### config.mk
export PLATFORM = sky130hd
export DESIGN_NAME = sync_fifo_prog
export DESIGN_NICKNAME = d
export VERILOG_FILES = /design/src/rtl/sync_fifo_prog.sv
export SDC_FILE = /design/constraint.sdc
export NUM_CORES = 1
export LEC_CHECK = 0
export BUFFER_PORTS_ARGS = -buffer_cell sky130_fd_sc_hd__buf_2
export CAP_MARGIN = 20
export CORE_ASPECT_RATIO = 0.9
export CORE_UTILIZATION = 55
export CTS_BUF_LIST = sky130_fd_sc_hd__clkbuf_4
export CTS_CLUSTER_SIZE = 10
export DETAILED_ROUTE_END_ITERATION = 10
export PLACE_DENSITY = 0.84
export SKIP_CTS_REPAIR_TIMING = 1
export SLEW_MARGIN = 20
export SYNTH_ARGS = -nofsm -noshare
export SYNTH_HDL_FRONTEND = slang
export SYNTH_SLANG_ARGS = --single-unit
### constraint.sdc
create_clock -name clk -period 2.41 [get_ports clk]
set_input_delay 0.241 -clock clk [delete_from_list [all_inputs] [get_ports clk]]
set_output_delay 0.241 -clock clk [all_outputs]
set_load 0.005 [all_outputs]
### src/rtl/sync_fifo_prog.sv
// Single-clock FIFO with any depth >= 2, optional first-word-fall-through,
// programmable almost-full/almost-empty thresholds, occupancy count,
// synchronous flush and sticky overflow/underflow flags.
module sync_fifo_prog #(
    parameter int unsigned DATA_WIDTH = 8,
    parameter int unsigned FIFO_DEPTH = 16,
    parameter bit          FWFT       = 1'b0,
    parameter int unsigned CNT_WIDTH  = $clog2(FIFO_DEPTH + 1)
) (
    input  logic                  clk,
    input  logic                  rst_n,
    input  logic                  clear,
    input  logic                  wr_en,
    input  logic [DATA_WIDTH-1:0] wr_data,
    input  logic                  rd_en,
    output logic [DATA_WIDTH-1:0] rd_data,
    input  logic [CNT_WIDTH-1:0]  afull_thr,
    input  logic [CNT_WIDTH-1:0]  aempty_thr,
    output logic                  full,
    output logic                  empty,
    output logic                  afull,
    output logic                  aempty,
    output logic [CNT_WIDTH-1:0]  fifo_cnt,
    output logic                  overflow,
    output logic                  underflow
);

    localparam int unsigned PTR_WIDTH = (FIFO_DEPTH > 1) ? $clog2(FIFO_DEPTH) : 1;
    localparam logic [PTR_WIDTH-1:0] PTR_LAST = PTR_WIDTH'(FIFO_DEPTH - 1);
    localparam logic [CNT_WIDTH-1:0] CNT_FULL = CNT_WIDTH'(FIFO_DEPTH);

    logic [DATA_WIDTH-1:0] mem [FIFO_DEPTH];
    logic [PTR_WIDTH-1:0]  wr_ptr;
    logic [PTR_WIDTH-1:0]  rd_ptr;
    logic                  wr_vld;
    logic                  rd_vld;

    // Pointers wrap by explicit compare so non-power-of-two depths work.
    function automatic logic [PTR_WIDTH-1:0] ptr_inc(input logic [PTR_WIDTH-1:0] p);
        return (p == PTR_LAST) ? '0 : p + PTR_WIDTH'(1);
    endfunction

    // Status flags are plain compares of the registered occupancy counter.
    assign full   = (fifo_cnt == CNT_FULL);
    assign empty  = (fifo_cnt == '0);
    assign afull  = (fifo_cnt >= afull_thr);
    assign aempty = (fifo_cnt <= aempty_thr);

    assign wr_vld = wr_en & ~full;
    assign rd_vld = rd_en & ~empty;

    // Pointers, occupancy and sticky error flags; clear wins over traffic.
    always_ff @(posedge clk or negedge rst_n) begin
        if (!rst_n) begin
            wr_ptr    <= '0;
            rd_ptr    <= '0;
            fifo_cnt  <= '0;
            overflow  <= 1'b0;
            underflow <= 1'b0;
        end else if (clear) begin
            wr_ptr    <= '0;
            rd_ptr    <= '0;
            fifo_cnt  <= '0;
            overflow  <= 1'b0;
            underflow <= 1'b0;
        end else begin
            if (wr_vld) begin
                wr_ptr <= ptr_inc(wr_ptr);
            end
            if (rd_vld) begin
                rd_ptr <= ptr_inc(rd_ptr);
            end
            case ({wr_vld, rd_vld})
                2'b10:   fifo_cnt <= fifo_cnt + CNT_WIDTH'(1);
                2'b01:   fifo_cnt <= fifo_cnt - CNT_WIDTH'(1);
                default: fifo_cnt <= fifo_cnt;
            endcase
            overflow  <= overflow  | (wr_en & full);
            underflow <= underflow | (rd_en & empty);
        end
    end

    // Storage array; contents survive reset and clear, only pointers move.
    always_ff @(posedge clk) begin
        if (!clear && wr_vld) begin
            mem[wr_ptr] <= wr_data;
        end
    end

    generate
        if (FWFT) begin : g_fwft
            // Head entry is presented combinationally; rd_en acknowledges it.
            assign rd_data = mem[rd_ptr];
        end else begin : g_std
            // Registered read port loads the head entry on an accepted read.
            always_ff @(posedge clk or negedge rst_n) begin
                if (!rst_n) begin
                    rd_data <= '0;
                end else if (clear) begin
                    rd_data <= '0;
                end else if (rd_vld) begin
                    rd_data <= mem[rd_ptr];
                end
            end
        end
    endgenerate

endmodule

# Word level (Yosys, flattened, before mapping)
# Memory sizes are Yosys's and may differ from the RTL's.
# Index checks and enable logic that the tools add are counted.
op_classes:
  bitwise: 8
  n_mux: 14
  n_shift: 0
  n_lt_le_gt_ge: 2
  mul: 0
  eq_ne: 5
  n_div: 0
  addsub: 4
  reduce_logical: 6
op_table:
  columns: ["op", "n"]
  rows:
  - ["4-bit 2-to-1 mux", 6]
  - ["8-bit 2-to-1 mux", 2]
  - ["5-bit case mux with 2 select lines", 1]
  - ["4-bit by 1-bit adder with 4-bit output, second input constant", 2]
  - ["4-bit == test, second input constant", 2]
  - ["5-bit by 1-bit adder with 5-bit output, second input constant", 1]
  - ["5-bit == test, second input constant", 1]
  - ["5-bit >= comparator", 1]
  - ["5-bit <= comparator", 1]
  - ["5-bit zero test", 1]
  - ["5-bit 2-to-1 mux", 1]
  - ["5-bit by 1-bit subtractor with 5-bit output, second input constant", 1]
  - ["1-bit AND", 4]
  - ["1-bit 2-to-1 mux", 4]
  - ["2-bit nonzero test", 2]
  - ["3-bit nonzero test", 1]
  - ["2-bit by 1-bit == test with 1-bit output, second input constant", 1]
  - ["2-bit == test, second input constant", 1]
  - ["1-bit NOT", 2]
  - ["1-bit OR", 2]
  - ["1-bit logical AND", 1]
  - ["1-bit zero test", 1]
word_totals:
  mem_count: 1
  rom_bits: 0
  output_inout_bits: 19
  in_bits: 23
  latch_bits: 0
  regBits: 23
  ramBits: 128
mem_list:
  columns: ["memory", "depth", "word_bits", "read_ports", "rd_ports_with_merged_regs", "write_ports", "line_no", "source"]
  rows:
  - ["mem", 16, 8, 1, 0, 1, "32", "logic [DATA_WIDTH-1:0] mem [FIFO_DEPTH];"]

# Logic depth before layout (Yosys ltp)
logic_depth:
  ltp_word: 6
  ltp_mapped: 10
  ltp_nobuf: 9

# Least setup slack after synthesis
# OpenSTA, ideal clock, no wires.
synth_path:
  path_type: "register to register"
  startpoint: "register fifo_cnt[1]"
  endpoint: "register fifo_cnt[4]"
  setup_slack_ns: -0.169
  t_arrival_ns: 2.501
  path_stages_with_launch: 10
  setup_time_ns: 0.078
  path_cell_list: "dfrtp_1 nor4_4 mux2i_1 xnor2_1 ha_1 nor4_1 nor2_1 mux2_1 or3_1 a21oi_1"
synth_between:
  elab_chain_len: 6
  word_cells_on_any_way: 13
synth_rtl:
  columns: ["item", "line_no", "source"]
  rows:
  - ["from (decl)", "23", "output logic [CNT_WIDTH-1:0] fifo_cnt,"]
  - ["from (signal assigned)", "74", "2'b10: fifo_cnt <= fifo_cnt + CNT_WIDTH'(1);"]
  - ["from (signal assigned)", "75", "2'b01: fifo_cnt <= fifo_cnt - CNT_WIDTH'(1);"]
  - ["from (signal assigned)", "76", "default: fifo_cnt <= fifo_cnt;"]
  - ["5-bit == test / 5-bit zero test (equally long branches)", "44, 45", null]
  - ["1-bit NOT, on equally long branches", "49, 50", null]
  - ["1-bit AND, on equally long branches", "49, 50", null]
  - ["2-bit by 1-bit == test with 1-bit output / 2-bit == test (equally long branches)", "73", "case ({wr_vld, rd_vld})"]
  - ["5-bit case mux with 2 select lines", "73", null]
  - ["5-bit 2-to-1 mux", "60", "end else if (clear) begin"]
# Several ways; a longest one is shown, not always the timed one.
# A chain may end at the register's enable or synchronous reset.

# Worst setup path in the final report
# Same ends and word-level chain as after synthesis.

==> run metrics <==
crit start category flip-flop; Non-Filler Instances 633; main flop type after synthesis edfxtp_1; Max-Cap Viols 0; gr usage total 22.82%; Die Area 12080 um2; Fin. Hold Viols 0; DRC 0; CTS Buffer Depth 2; met3 wire len 839 um; Metal-1 WL 5308 um; Synth Register Bits 151; Post-Syn Area per Cell 16.90 um2; slowest cell on the critical path dfrtp_1; Worst R2R Path Depth 9; wire length of the first global-routing pass 19950 um; worst r2r src fifo_cnt[1]; via/cell ratio 5.814; Worst Slack Setup Final -138.4 ps; IO Port Bufs 41; setup violators final 2; Clock Skews 22.77 ps; hold depth 3; IO Pins 42; worst stage delay on the critical path 400 ps; worst slew pin tran 977.4 ps; largest net degree at the start of global routing 37; vias after detailed routing 3680; fmax 392.4 MHz; Async SR Flop Fraction 15.23%; met2 WL post-DR 6496 um; Placement Cell Area 7036 um2; Buf/Inv on CP 1; Setup WS pre-CTS -72.69 ps; core area 11390 um2; Ant. Diodes 0; CP Capture Type flip-flop; Crit Path Max Fanout 4; Initial Util 56.25%; area share of the largest cell type after synthesis 60.00%; Die X 115.8 um; DR WL/cell 20.14 um; top post-synthesis cells by area edfxtp_1, mux4_2, dfrtp_1; hold slack 94.09 ps; global placer's final weighted congestion 0.9125; placed cells 591; clock period minus worst slack 2548 ps; CP Data Required Time 2850 ps; CTS Root Cell clkbuf_4; peak supply drop 0.4393 mV; Worst-path clk slew 120 ps; DRT iter0 DRCs 442; worst rel slew slack 34.84%; leakage power 2.685 nW; sequential fraction of the synthesis area 68.98%; ANT nets after route 0; synth unique cells 40; total CTS buffers 17; cell row count 37; initial antenna violation count 0; hpwl dp 8456 um; Final Power 6.676 mW; CP delay by family, top simple AND/OR/NAND/NOR gates; run status complete, but fails checks; Post-Synthesis Cells 379; Pwr Density 894.0 nW/um2; share of layout cells above drive strength 1 35.22%; top cell type by total area after synthesis edfxtp_1; total gr overflow 0; Worst R2R Setup Slack -140 ps; Hold Crit Class in2reg; EDFF count, synth 128; Final nets 505; Fill cells 788; CTS H-tree depth 4; hold_sp rd_en; Post-Synthesis Cell Area 6406 um2; Worst Setup Path Type reg2reg; Synthesis Warnings 0; chip height 104.4 um; CP Cell Sequence buf_4 > nor4_4 > mux2i_2 > xnor2_1 > ha_2 > a31oi_1 > mux2_4 > or3_1 > a21oi_1; Final period util 105.7%; Sink Count 151; RSZ-0062 raised after global routing yes; Slew Viols, Final 0; Worst Hold End underflow; final instance area 7467 um2; syn_nets 419; final core occ 65.57%; later-pin clock latency in the skew report 510 ps; vias in the first global route 3849; reg-to-reg endpoint fifo_cnt[4]; Worst Path Arrival 2990 ps; Area Growth Syn to Fin 16.56%; max layer used met4; Pre-antenna DRT Iters 5; wirelength, routed 12750 um; failing checks setup timing; TritonCTS clock tree built; setup TNS -193.5 ps
where the power goes:
part	switching (mW)	internal (mW)
registers	0.128	2.96
logic	1.03	1.09
clock network	0.809	0.663
final cells by class:
class / count / area (um2) / share of cell area [%]
Sequential cell: 151 / 4422 / 59.22
Clock inverter: 9 / 103.9 / 1.391
Clock buffer: 22 / 165.2 / 2.212
Multi-Input combinational cell: 195 / 1951 / 26.12
Tap cell: 156 / 195.2 / 2.614
Timing Repair Buffer: 85 / 574.3 / 7.691
Inverter: 15 / 56.30 / 0.7540
cell usage in the layout, fill, tap and decap left out, drive strengths merged, types with 2 or more instances in the layout:
cell type,instances
nand3b,9
xor2,4
ha,17
clkinv,5
nor2b,3
o221ai,9
mux4,32
inv,15
and2,2
nor2,29
dfrtp,23
a31oi,3
bufinv,2
edfxtp,128
a21oi,12
nor4,2
o21ai,4
clkbuf,22
nand2b,5
o21a,4
clkinvlp,2
or3,3
xnor2,2
nand2,20
mux2i,18
buf,84
nor3,5
nand3,2
cell families (layout without fill, tap and decap cells):
logic type / Yosys count / after routing / synth area share [%]
buf+inv: 33 / 131 / 2.012
simple gates: 82 / 82 / 6.406
xor+xnor: 6 / 6 / 0.8203
compound gates: 39 / 39 / 4.219
mux: 51 / 51 / 14.24
fa+ha+maj: 17 / 17 / 3.320
flops: 151 / 151 / 68.98
worst max-delay path by stage:
stage	from	endpoint	slack [ps]	cells after the start
floorplan	fifo_cnt[2]	fifo_cnt[4]	-50	9
global placement	fifo_cnt[2]	fifo_cnt[4]	40	9
detailed placement	fifo_cnt[2]	fifo_cnt[4]	-70	9
CTS	fifo_cnt[1]	aempty	-180	8
global route	fifo_cnt[1]	fifo_cnt[4]	-320	10
finish	fifo_cnt[1]	fifo_cnt[4]	-140	9
synthesized netlist by cell type, types with 2 or more instances:
cell type,instances
edfxtp_1,128
mux4_2,32
nor2_1,29
dfrtp_1,23
nand2_1,20
mux2i_1,18
ha_1,17
inv_1,15
a21oi_1,12
clkbuf_1,11
nand3b_1,9
o221ai_1,8
nand2b_1,5
nor3_1,5
buf_2,4
o21a_1,4
xor2_1,4
a31oi_1,3
buf_1,3
nor2b_1,3
o21ai_0,3
or3_1,3
nand3_1,2
xnor2_1,2
state kept, by name, indices dropped and copies added, names as in the netlist:
register	flops
overflow	1
underflow	1
rd_data	8
wr_ptr	4
mem	128
rd_ptr	4
fifo_cnt	5
tightest hold or removal path, delay by kind of cell:
family / cells / cell delay (ps)
and+or+nand+nor: 1 / 50
AOI/OAI and AO/OA: 1 / 130
buffers and inverters: 1 / 150
routing by layer:
layer / vias up / global-route usage, %
met4: 0 / 6.502
li1: 1653 / -
met1: 1873 / 30.52
met5: - / 0
met3: 13 / 6.119
met2: 141 / 36.86
(Power assumes the default switching activity.)
